**config.mk**
```make
export PLATFORM = sky130hd
export DESIGN_NAME = scalar_seq
export DESIGN_NICKNAME = d
export VERILOG_FILES = /design/src/rtl/scalar_seq.sv
export SDC_FILE = /design/constraint.sdc
export NUM_CORES = 1
export LEC_CHECK = 0
export CAP_MARGIN = 5
export CORE_ASPECT_RATIO = 1.1
export CORE_MARGIN = 2
export CORE_UTILIZATION = 45
export CTS_BUF_LIST = sky130_fd_sc_hd__clkbuf_4
export DETAILED_ROUTE_END_ITERATION = 12
export PLACE_DENSITY = 0.7
export SYNTH_ARGS = -nofsm -noshare
export SYNTH_HDL_FRONTEND = slang
export SYNTH_SLANG_ARGS = --single-unit
```
**constraint.sdc**
```tcl
create_clock -name clk -period 9.1 [get_ports clk]
set_input_delay 2.73 -clock clk [delete_from_list [all_inputs] [get_ports clk]]
set_output_delay 2.73 -clock clk [all_outputs]
set_load 0.01 [all_outputs]
```
**src/rtl/scalar_seq.sv**
```systemverilog
// rtl/scalar_seq.sv - scalar instruction sequencer and register file driving the scalar PE
// Two-cycle ISSUE/EXEC issue loop; lui retires locally, addi/add/bne are delegated to the PE.
module scalar_seq #(
    parameter int dwidth_int = 32,
    parameter int NREG = 8,
    parameter int IMEM_DEPTH = 16,
    parameter int IMM_W = 16,
    localparam int AW = $clog2(IMEM_DEPTH),
    localparam int RW = $clog2(NREG),
    localparam int IW = 3 + 3 * RW + IMM_W
) (
    input  logic                  clk,
    input  logic                  rst,
    input  logic                  imem_we,
    input  logic [AW-1:0]         imem_addr,
    input  logic [IW-1:0]         imem_wdata,
    input  logic [AW:0]           prog_len,
    input  logic                  start,
    output logic [2:0]            op_scalar,
    output logic [dwidth_int-1:0] inp1,
    output logic [dwidth_int-1:0] inp2,
    output logic [dwidth_int-1:0] R_immediate,
    input  logic [dwidth_int-1:0] out1,
    input  logic                  flag_neq,
    output logic                  busy,
    output logic                  done,
    output logic [AW-1:0]         pc_dbg
);

    localparam logic [2:0] OP_LUI  = 3'b000;
    localparam logic [2:0] OP_ADDI = 3'b001;
    localparam logic [2:0] OP_BNE  = 3'b010;
    localparam logic [2:0] OP_ADD  = 3'b011;
    localparam logic [2:0] OP_HALT = 3'b111;

    localparam logic [1:0] S_IDLE  = 2'd0;
    localparam logic [1:0] S_ISSUE = 2'd1;
    localparam logic [1:0] S_EXEC  = 2'd2;
    localparam logic [1:0] S_DONE  = 2'd3;

    logic [1:0]            state;
    logic [AW-1:0]         pc;
    logic [AW:0]           len_q;
    logic [IW-1:0]         ir;
    logic [IW-1:0]         imem [IMEM_DEPTH];
    logic [dwidth_int-1:0] rf [NREG];

    logic [2:0]            ir_op;
    logic [RW-1:0]         ir_rd;
    logic [RW-1:0]         ir_rs1;
    logic [RW-1:0]         ir_rs2;
    logic [IMM_W-1:0]      ir_imm;
    logic [IMM_W-1:0]      fetch_imm;
    logic [dwidth_int-1:0] rs1_val;
    logic [dwidth_int-1:0] rs2_val;
    logic [dwidth_int-1:0] lui_val;
    logic [AW:0]           next_seq;
    logic                  seq_end;

    logic                  wr_en;
    logic [dwidth_int-1:0] wr_data;
    logic [AW-1:0]         pc_next;
    logic                  exec_to_done;

    function automatic logic [dwidth_int-1:0] sext(input logic [IMM_W-1:0] v);
        return {{(dwidth_int - IMM_W){v[IMM_W-1]}}, v};
    endfunction

    assign ir_op     = ir[IW-1 -: 3];
    assign ir_rd     = ir[IW-4 -: RW];
    assign ir_rs1    = ir[IW-4-RW -: RW];
    assign ir_rs2    = ir[IW-4-2*RW -: RW];
    assign ir_imm    = ir[IMM_W-1:0];
    assign fetch_imm = imem[pc][IMM_W-1:0];

    assign rs1_val  = (ir_rs1 == '0) ? '0 : rf[ir_rs1];
    assign rs2_val  = (ir_rs2 == '0) ? '0 : rf[ir_rs2];
    assign lui_val  = {ir_imm, {(dwidth_int - IMM_W){1'b0}}};
    // Length check uses the unwrapped sequential pc so the last slot (pc=15) can still terminate.
    assign next_seq = {1'b0, pc} + {{AW{1'b0}}, 1'b1};
    assign seq_end  = (next_seq >= len_q);

    always_comb begin
        wr_en        = 1'b0;
        wr_data      = out1;
        pc_next      = next_seq[AW-1:0];
        exec_to_done = seq_end;
        case (ir_op)
            OP_LUI: begin
                wr_en   = (ir_rd != '0);
                wr_data = lui_val;
            end
            OP_ADDI, OP_ADD: wr_en = (ir_rd != '0);
            OP_BNE: begin
                // Taken targets wrap modulo the program memory and are never length-checked.
                if (flag_neq) begin
                    pc_next      = pc + ir_imm[AW-1:0];
                    exec_to_done = 1'b0;
                end
            end
            OP_HALT: exec_to_done = 1'b1;
            default: wr_en = 1'b0;
        endcase
    end

    always_ff @(posedge clk) begin
        if (!rst) begin
            state <= S_IDLE;
            pc    <= '0;
            len_q <= '0;
            ir    <= '0;
            for (int i = 0; i < NREG; i++) begin
                rf[i] <= '0;
            end
        end else begin
            case (state)
                S_IDLE: begin
                    if (start) begin
                        pc    <= '0;
                        len_q <= prog_len;
                        state <= (prog_len == '0) ? S_DONE : S_ISSUE;
                    end
                end
                S_ISSUE: begin
                    ir    <= imem[pc];
                    state <= S_EXEC;
                end
                S_EXEC: begin
                    if (wr_en) begin
                        rf[ir_rd] <= wr_data;
                    end
                    pc    <= pc_next;
                    state <= exec_to_done ? S_DONE : S_ISSUE;
                end
                default: state <= S_IDLE;
            endcase
        end
    end

    // Program memory is deliberately outside the reset domain so a preloaded program survives reset.
    always_ff @(posedge clk) begin
        if (rst && imem_we && (state == S_IDLE)) begin
            imem[imem_addr] <= imem_wdata;
        end
    end

    always_comb begin
        op_scalar   = OP_HALT;
        inp1        = '0;
        inp2        = '0;
        R_immediate = '0;
        case (state)
            S_ISSUE: R_immediate = sext(fetch_imm);
            S_EXEC: begin
                op_scalar   = ir_op;
                inp1        = rs1_val;
                inp2        = rs2_val;
                R_immediate = sext(ir_imm);
            end
            default: op_scalar = OP_HALT;
        endcase
    end

    assign busy   = (state == S_ISSUE) || (state == S_EXEC);
    assign done   = (state == S_DONE);
    assign pc_dbg = pc;

endmodule

```
==> results of run 1 <==
==> worst min-delay path by stage <==
stage                to  slack [ns]  depth (start not counted)
2_1_floorplan  len_q[1]        0.44                          2
3_3_place_gp   len_q[4]        0.45                          2
3_5_place_dp   len_q[3]        0.46                          2
4_1_cts        len_q[3]        0.47                          2
5_1_grt        len_q[1]        0.51                          2
6_report       len_q[3]        0.47                          2
==> flip-flops by register name, summed over array words and instances (netlist names), named ones only <==
name / flops
imem: 448
rf: 256
ir: 28
len_q: 5
pc_dbg: 4
state: 2
==> final cells by class <==
class | instances | area share [%]
Antenna cell | 5 | 0.0330
Clock buffer | 293 | 5.81
Clock inverter | 51 | 0.710
Inverter | 12 | 0.119
Multi-Input combinational cell | 1085 | 26.1
Sequential cell | 753 | 58.4
Tap cell | 945 | 3.12
Timing Repair Buffer | 222 | 5.64
==> through the flow <==
stage | cell area [sq um] | hold slack [ns] | utilization [%] | total power [uW]
finish | 37900 | 0.474 | 52.9 | 7430
global placement | 35400 | 0.449 | 49.4 | 4640
detailed placement | 35400 | 0.460 | 49.4 | 4660
global route | 37900 | 0.509 | 52.9 | 7710
floorplan | 32600 | 0.436 | - | 4380
CTS | 37900 | 0.470 | 52.8 | 7490
==> cell usage after synthesis, types with 2 or more instances <==
cell type	n
a32oi_1	2
buf_2	34
clkbuf_1	75
or3_1	3
ha_1	13
edfxtp_1	704
nor2b_1	6
o2111ai_1	2
buf_1	7
o22ai_1	16
buf_6	7
nand2b_1	9
o31ai_1	2
xor2_1	2
o21ai_0	19
a22oi_2	2
a21oi_1	23
a211oi_1	2
buf_4	20
nand4_1	2
nor3_1	4
mux4_1	21
mux2_2	32
nor2_1	328
inv_1	12
a22oi_1	50
and2_1	2
xnor2_1	3
nand3_1	49
dfxtp_1	49
nand2_1	100
mux4_2	171
mux2i_1	177
and3_1	2
==> layer usage <==
layer	track usage, %	wire length (um)	vias up
met5	0	30	-
met3	6.24	7520	152
met2	37.2	41300	856
li1	-	-	8356
met4	8.86	2110	4
met1	27.6	31400	9806
==> power groups by stage <==
stage	combinational [uW]	clock [uW]	sequential, uW
finish	648	2850	3930
CTS	649	2900	3930
detailed placement	647	0	4010
floorplan	415	0	3970
global route	690	3080	3940
global placement	636	0	4000
==> kinds of logic after synthesis <==
group / synth area share [%]
compound gates: 2.43
xor+xnor: 0.135
fa+ha+maj: 0.562
buf+inv: 2.31
flops: 68.0
mux: 20.1
other cells: 0.0115
simple gates: 6.44
==> worst min-delay path, delay by kind of cell, from the launching register on <==
kind            cells  cell delay [ns]
simple gates        1             0.05
compound gates      1             0.06
flops               1             0.31
==> results.sh, run 1 <==
export IMPL_status="completed"
export IMPL_path_buf_inv=2
export IMPL_p_int_uw=5630
export IMPL_cp_num_cells=6
export IMPL_tightest_slew_ns=1.32
export IMPL_grt_setup_unrepaired="no"
export IMPL_slew_headroom_pct=11.6
export IMPL_power_frac_clock_pct=38.3
export IMPL_period_minus_slack_ns=7.20
export IMPL_regArea_sq_mm=0.0221
export IMPL_setup_viol=0
export IMPL_grt_overflow=0
export IMPL_vias=19200
export IMPL_multi_input_area_sq_mm=0.00991
export IMPL_cts_sinks=753
export IMPL_start_kind="flip-flop"
export IMPL_pre_cts_slack_ns=2.89
export IMPL_clock_skew_ns=0.0912
export IMPL_path_delay_family="simple AND/OR/NAND/NOR gates"
export IMPL_dp_cells=3016
export IMPL_drt_wirelength_per_cell_um=24.5
export IMPL_r2r_end="rf[6][3]"
export IMPL_synth_cells=1962
export IMPL_setup_ws_ns=1.90
export IMPL_power_density_mw_per_mm2=196
export IMPL_reg2reg_from="state[0]"
export IMPL_routed_wl_mm=82.4
export IMPL_async_flop_share_pct=0
export IMPL_fin_nets=2347
export IMPL_power_frac_comb_pct=8.7
export IMPL_crit_path_max_incr_delay_ns=0.92
export IMPL_ys_warn_count=0
export IMPL_netlist_area_sq_mm=0.0325
export IMPL_grt_use_total_pct=22.3
export IMPL_htreeDepth=4
export IMPL_layout_commonest_cell="edfxtp_1"
export IMPL_worstPathCellList="inv_1, ha_1, and3_1, a22oi_1, nand2_1, clkdlybuf4s50_1"
export IMPL_synth_seq_area_share_pct=68.0
export IMPL_synth_cell_types=46
export IMPL_fp_coreArea_sq_mm=0.0717
export IMPL_cp_end_kind="primary output"
export IMPL_synth_seq_cells=753
export IMPL_nFillCells=5857
export IMPL_swShare_pct=24.2
export IMPL_cts_tree="done"
export IMPL_clk_pin_slew_ns=0.06
export IMPL_antenna_found_initial=5
export IMPL_crit_fanout=24
export IMPL_hp_class="flip-flop to flip-flop"
export IMPL_synth_area_top_cells="edfxtp_1, mux4_2, mux2i_1"
export IMPL_initial_core_util_pct=45.4
export IMPL_fin_tns_setup_ns=0
export IMPL_rows=103
export IMPL_cpMaxStageDelayCell="and3_1"
export IMPL_p_leak_uw=0.0122
export IMPL_p_switching_uw=1800
export IMPL_finalHoldViolations=0
export IMPL_ant_nets=0
export IMPL_cts_root_buf="clkbuf_4"
export IMPL_vias_per_cell=5.70
export IMPL_gp_congestion=0.808
export IMPL_grt_pass1_wl_mm=122
export IMPL_startpoint="state[1]"
export IMPL_crit_type="flip-flop to primary output"
export IMPL_die_h_um=286
export IMPL_die_w_um=260
export IMPL_hp_start="len_q[3]"
export IMPL_worst_r2r_cell_count=8
export IMPL_avgSynthCellArea_sq_um=16.6
export IMPL_netlist_area_leader_share_pct=65.0
export IMPL_drive_gt1_share_pct=24.5
export IMPL_drcViolationCount=0
export IMPL_final_cells=3366
export IMPL_final_cell_mix="edfxtp_1, nor2_1, clkbuf_4"
export IMPL_r2r_slack_ns=5.58
export IMPL_io_pin_count=179
export IMPL_post_route_period_util_pct=79.2
export IMPL_drt_iter0_drc=1702
export IMPL_cp_endpoint="R_immediate[22]"
export IMPL_cts_buffer_depth=3
export IMPL_critPathRequiredTime_ns=6.37
export IMPL_synth_top_flop_cell="edfxtp_1"
export IMPL_cts_resized_gates=0
export IMPL_clk_latency_ns=1.04
export IMPL_synth_edff_count=704
export IMPL_grt_max_degree=123
export IMPL_drv_slew=0
export IMPL_max_cap_violations=0
export IMPL_port_buffers=178
export IMPL_power_frac_seq_pct=52.9
export IMPL_first_global_vias=20300
export IMPL_dieArea_sq_mm=0.0744
export IMPL_areaGrowthSynthToFinish_pct=16.5
export IMPL_cts_inserted_buffers=185
export IMPL_max_freq_mhz=139
export IMPL_max_vdd_ir_drop_v=0.000114
export IMPL_dpl_hpwl_mm=47.8
export IMPL_yosys_area_top_type="edfxtp_1"
export IMPL_post_cts_buffers=0
export IMPL_firstDrtPassIters=9
export IMPL_holdBufCountCts=0
export IMPL_cp_arrival_ns=4.47
Note: power is estimated with default switching activity, not from simulation.
==> inputs of run 2 (changes only) <==
--- a/config.mk
+++ b/config.mk
@@ -11,7 +11,7 @@
 export CORE_UTILIZATION = 45
 export CTS_BUF_LIST = sky130_fd_sc_hd__clkbuf_4
 export DETAILED_ROUTE_END_ITERATION = 12
-export PLACE_DENSITY = 0.7
+export PLACE_DENSITY = 0.72
 export SYNTH_ARGS = -nofsm -noshare
 export SYNTH_HDL_FRONTEND = slang
 export SYNTH_SLANG_ARGS = --single-unit
==> constraint.sdc (replaced) <==
create_clock -name clk -period 5.91 [get_ports clk]
set_input_delay 1.773 -clock clk [delete_from_list [all_inputs] [get_ports clk]]
set_output_delay 1.773 -clock clk [all_outputs]
set_load 0.01 [all_outputs]
==> run 2 against run 1 <==
Worst setup slack worse by 1.7 ns. Sequential cell count unchanged. Combinational power up 51%. Sequential power up 55%. Critical path type unchanged. Largest power group unchanged.
==> results.sh, run 2 (synthesized netlist as in run 1, its figures left out) <==
export IMPL_cp_arrival_ns=3.90
export IMPL_p_int_uw=8560
export IMPL_power_frac_clock_pct=37.7
export IMPL_drt_iter0_drc=1717
export IMPL_die_w_um=260
export IMPL_clk_pin_slew_ns=0.06
export IMPL_vias_per_cell=5.70
export IMPL_clock_skew_ns=0.0664
export IMPL_fin_tns_setup_ns=0
export IMPL_fin_hold_ws_ns=0.470
export IMPL_power_density_mw_per_mm2=298
export IMPL_max_vdd_ir_drop_v=0.000231
export IMPL_cts_sinks=753
export IMPL_routed_wl_mm=83.9
export IMPL_drv_slew=0
export IMPL_crit_path_max_incr_delay_ns=0.64
export IMPL_max_flop_register="imem"
export IMPL_htreeDepth=4
export IMPL_first_global_vias=20400
export IMPL_start_kind="flip-flop"
export IMPL_status="completed"
export IMPL_power_frac_comb_pct=8.6
export IMPL_setup_viol=0
export IMPL_slew_headroom_pct=27.6
export IMPL_max_cap_violations=0
export IMPL_drive_gt1_share_pct=23.9
export IMPL_nFillCells=5802
export IMPL_ant_nets=0
export IMPL_rows=103
export IMPL_post_cts_buffers=0
export IMPL_grt_max_degree=65
export IMPL_p_switching_uw=2790
export IMPL_cpMaxStageDelayCell="dfxtp_4"
export IMPL_grt_pass1_wl_mm=124
export IMPL_crit_fanout=23
export IMPL_period_minus_slack_ns=5.67
export IMPL_drt_wirelength_per_cell_um=24.8
export IMPL_cts_tree="done"
export IMPL_dpl_hpwl_mm=50.3
export IMPL_vias=19300
export IMPL_cts_root_buf="clkbuf_4"
export IMPL_regArea_sq_mm=0.0221
export IMPL_initial_core_util_pct=45.4
export IMPL_fin_nets=2371
export IMPL_dieArea_sq_mm=0.0744
export IMPL_cp_end_kind="primary output"
export IMPL_layout_commonest_cell="edfxtp_1"
export IMPL_antenna_found_initial=7
export IMPL_reg_top3="imem: 448 flops, rf: 256 flops, ir: 28 flops"
export IMPL_worstPathCellList="mux4_1, mux2_2, a22oi_1, nand2_1, clkdlybuf4s50_1"
export IMPL_crit_type="flip-flop to primary output"
export IMPL_firstDrtPassIters=5
export IMPL_grt_overflow=0
export IMPL_cts_buffer_depth=3
export IMPL_critPathRequiredTime_ns=4.14
export IMPL_largest_reg_flops=448
export IMPL_p_leak_uw=0.0122
export IMPL_post_route_period_util_pct=96.0
export IMPL_areaGrowthSynthToFinish_pct=17.0
export IMPL_drcViolationCount=0
export IMPL_io_pin_count=179
export IMPL_power_frac_seq_pct=53.6
export IMPL_clk_latency_ns=1.07
export IMPL_port_buffers=178
export IMPL_multi_input_area_sq_mm=0.00991
export IMPL_fp_coreArea_sq_mm=0.0717
export IMPL_hp_class="flip-flop to flip-flop"
export IMPL_swShare_pct=24.6
export IMPL_finalHoldViolations=0
export IMPL_die_h_um=286
export IMPL_gp_congestion=0.797
export IMPL_grt_use_total_pct=22.7
export IMPL_cts_inserted_buffers=185
export IMPL_max_freq_mhz=176
export IMPL_final_cell_mix="edfxtp_1, nor2_1, clkbuf_4"
export IMPL_tightest_slew_ns=1.09
## run 2: cell types whose count changed in the layout (fill, tap and decap cells not counted), moves of 3 or more
cell,previous run,this run
buf_4,42,63
clkinv_2,8,4
clkbuf_4,293,260
diode_2,5,8
clkinv_1,31,58
## run 2: cell type report
type                            instances  area share (%)
Timing Repair Buffer                  246            6.21
Clock inverter                         77            1.13
Antenna cell                            8          0.0526
Multi-Input combinational cell       1085            26.0
Tap cell                              945            3.11
Inverter                               12           0.118
Clock buffer                          260            5.13
Sequential cell                       753            58.2
## run 2: worst max-delay path, delay by kind of cell, from the launching register on
kind / cells / cell delay (ns)
muxes: 2 / 0.91
and+or+nand+nor: 1 / 0.38
DFF: 1 / 0.64
buffers and inverters: 1 / 0.60
AOI/OAI and AO/OA: 1 / 0.36
## run 2: what timing repair did
item | 4_1_cts | 5_1_grt
hold buffers | 0 | 0
resized for setup | 0 | 1
endpoints found under the setup margin | 0 | 1
## run 2: final timing paths
kind / from / endpoint / slack (ns) / cells after the start
worst max-delay path: flip-flop / R_immediate[30] / 0.24 / 5
worst min register to register: len_q[3] / len_q[3] / 0.47 / 2
worst max register to register: flip-flop / flip-flop / 2.66 / 7
worst min-delay path: len_q[3] / len_q[3] / 0.47 / 2
## run 2: metrics by stage
step,worst slack [ns],std cells,cell area [sq um],total power [uW],util (%)
after floorplan,1.28,1993,32600,6750,-
after global placement,1.24,3041,35600,7160,49.7
after detailed placement,1.23,3041,35600,7190,49.7
after CTS,0.0946,3378,38000,11500,53.0
after global routing,-0.0193,3385,38000,11800,53.1
final,0.236,3386,38000,11400,53.1
## run 2: routing by layer
layer	track usage [%]	wire length (um)	share of wire, %	up-vias
met5	0	27	0.032	-
met4	8.41	2160	2.6	4
met3	6.36	7550	9.0	153
met2	38.6	43400	52	960
met1	27.6	30700	37	9771
li1	-	-	-	8414
## run 2: power by group through the flow
stage	clock network, uW	registers (uW)	logic (uW)
floorplan	0	6110	640
global placement	0	6190	965
detailed placement	0	6200	982
CTS	4380	6090	985
global route	4660	6100	1050
finish	4280	6090	981
==> inputs of run 3 (changes only) <==
--- a/config.mk
+++ b/config.mk
@@ -8,10 +8,9 @@
 export CAP_MARGIN = 5
 export CORE_ASPECT_RATIO = 1.1
 export CORE_MARGIN = 2
-export CORE_UTILIZATION = 45
-export CTS_BUF_LIST = sky130_fd_sc_hd__clkbuf_4
+export CORE_UTILIZATION = 53
 export DETAILED_ROUTE_END_ITERATION = 12
-export PLACE_DENSITY = 0.72
+export PLACE_DENSITY = 0.82
 export SYNTH_ARGS = -nofsm -noshare
 export SYNTH_HDL_FRONTEND = slang
 export SYNTH_SLANG_ARGS = --single-unit
==> run 3 against run 2 <==
Via count decreased by 1.2%. Global-route usage increased by 3.7 points. Die area decreased by 15%. Clock skew decreased by 0.049 ns. Critical path depth increased by 1. Largest power group unchanged.
==> results.sh, run 3 (synthesized netlist as in run 1, its figures left out) <==
export IMPL_ant_nets=0
export IMPL_cts_resized_gates=0
export IMPL_grt_pass1_wl_mm=123
export IMPL_drv_slew=0
export IMPL_areaGrowthSynthToFinish_pct=16.1
export IMPL_largest_reg_flops=448
export IMPL_antenna_found_initial=3
export IMPL_drcViolationCount=0
export IMPL_cts_sinks=753
export IMPL_post_cts_buffers=0
export IMPL_drive_gt1_share_pct=18.0
export IMPL_grt_setup_unrepaired="no"
export IMPL_power_frac_seq_pct=52.0
export IMPL_cts_root_buf="clkbuf_16"
export IMPL_dieArea_sq_mm=0.0634
export IMPL_vias=19100
export IMPL_crit_fanout=30
export IMPL_drt_iter0_drc=2452
export IMPL_nFillCells=4246
export IMPL_start_kind="flip-flop"
export IMPL_status="completed"
export IMPL_initial_core_util_pct=53.4
export IMPL_cp_arrival_ns=3.61
export IMPL_gp_congestion=0.822
export IMPL_grt_overflow=0
export IMPL_die_w_um=240
export IMPL_clock_skew_ns=0.0175
export IMPL_routed_wl_mm=82.9
export IMPL_slew_headroom_pct=24.8
export IMPL_final_cell_mix="edfxtp_1, nor2_1, clkdlybuf4s50_1"
export IMPL_period_minus_slack_ns=5.39
export IMPL_cts_inserted_buffers=73
export IMPL_grt_use_total_pct=26.4
export IMPL_reg_top3="imem: 448 flops, rf: 256 flops, ir: 28 flops"
export IMPL_finalHoldViolations=0
export IMPL_first_global_vias=19600
export IMPL_port_buffers=178
export IMPL_hp_class="flip-flop to flip-flop"
export IMPL_crit_type="flip-flop to primary output"
export IMPL_fin_nets=2249
export IMPL_io_pin_count=179
export IMPL_htreeDepth=3
export IMPL_rows=95
export IMPL_holdBufCountCts=0
export IMPL_dpl_hpwl_mm=49.4
export IMPL_drt_wirelength_per_cell_um=27.2
export IMPL_power_frac_comb_pct=8.4
export IMPL_p_leak_uw=0.0119
export IMPL_max_vdd_ir_drop_v=0.000244
export IMPL_post_route_period_util_pct=91.2
export IMPL_p_switching_uw=2670
export IMPL_setup_ws_ns=0.523
export IMPL_clk_latency_ns=0.62
export IMPL_pre_cts_slack_ns=1.23
export IMPL_firstDrtPassIters=5
export IMPL_p_int_uw=9020
export IMPL_setup_viol=0
export IMPL_clk_pin_slew_ns=0.06
export IMPL_fin_tns_setup_ns=0
export IMPL_swShare_pct=22.8
export IMPL_max_cap_violations=0
export IMPL_max_freq_mhz=186
export IMPL_grt_max_degree=67
export IMPL_tightest_slew_ns=1.13
export IMPL_max_flop_register="imem"
export IMPL_fp_coreArea_sq_mm=0.0609
export IMPL_die_h_um=264
export IMPL_vias_per_cell=6.26
export IMPL_power_frac_clock_pct=39.6
export IMPL_cts_tree="done"
export IMPL_layout_commonest_cell="edfxtp_1"
export IMPL_power_density_mw_per_mm2=310
export IMPL_cp_end_kind="primary output"
export IMPL_critPathRequiredTime_ns=4.14
export IMPL_cts_buffer_depth=3
-- run 3: cell count changes in the layout (fill, tap and decap cells not counted), sizes merged --
| cell | before | now |
|---|---|---|
| buf | 68 | 58 |
| bufinv | 3 | 6 |
| clkbuf | 260 | 96 |
| clkinv | 67 | 25 |
| clkinvlp | 2 | 1 |
| diode | 8 | 2 |
| inv | 17 | 16 |
-- run 3: power by group through the flow --
stage,clock network (uW),registers (uW),logic [uW]
global placement,0,6170,953
CTS,4670,6080,981
floorplan,0,6110,640
detailed placement,0,6190,974
global route,4860,6090,1040
finish,4630,6080,986
-- run 3: per-layer routing --
layer	global-route usage, %	up-vias	wire length, um
li1	-	8017	-
met1	34.0	9702	29700
met2	44.5	1173	42700
met3	5.30	172	8160
met4	9.69	4	2420
met5	0	-	25
-- run 3: path summary, 6_finish.rpt --
check,start,cells after the start,slack [ns],end
setup / recovery,flip-flop,6,0.52,R_immediate[10]
hold / removal,len_q[3],2,0.46,len_q[3]
setup reg to reg,state[0],8,2.68,rf[6][14]
hold reg to reg,len_q[3],2,0.46,len_q[3]
-- run 3: area by class of cell --
cell class | count | area (sq um) | area share, %
Sequential cell | 753 | 22100 | 58.6
Clock buffer | 96 | 1990 | 5.26
Timing Repair Buffer | 236 | 2270 | 6.01
Inverter | 12 | 45.0 | 0.119
Antenna cell | 2 | 5.00 | 0.0133
Clock inverter | 36 | 373 | 0.988
Tap cell | 824 | 1030 | 2.73
Multi-Input combinational cell | 1085 | 9910 | 26.2
-- run 3: worst max-delay path, cell delays in order, from the launching register on --
cell and delay (ns):
dfxtp_2 0.82, buf_4 0.41, mux4_2 0.56, mux2_2 0.31, a22oi_1 0.21, nand2_1 0.16
clkdlybuf4s50_1 0.52
-- run 3: per-stage QoR --
stage               hold WS (ns)  cells  total power [uW]  area (sq um)  utilization, %
floorplan                  0.436   1993              6750         32600               -
global placement           0.447   2910              7120         35400            58.1
detailed placement         0.452   2910              7160         35400            58.1
CTS                        0.460   3042             11700         37700            62.0
global route               0.479   3043             12000         37700            62.0
finish                     0.464   3044             11700         37800            62.0
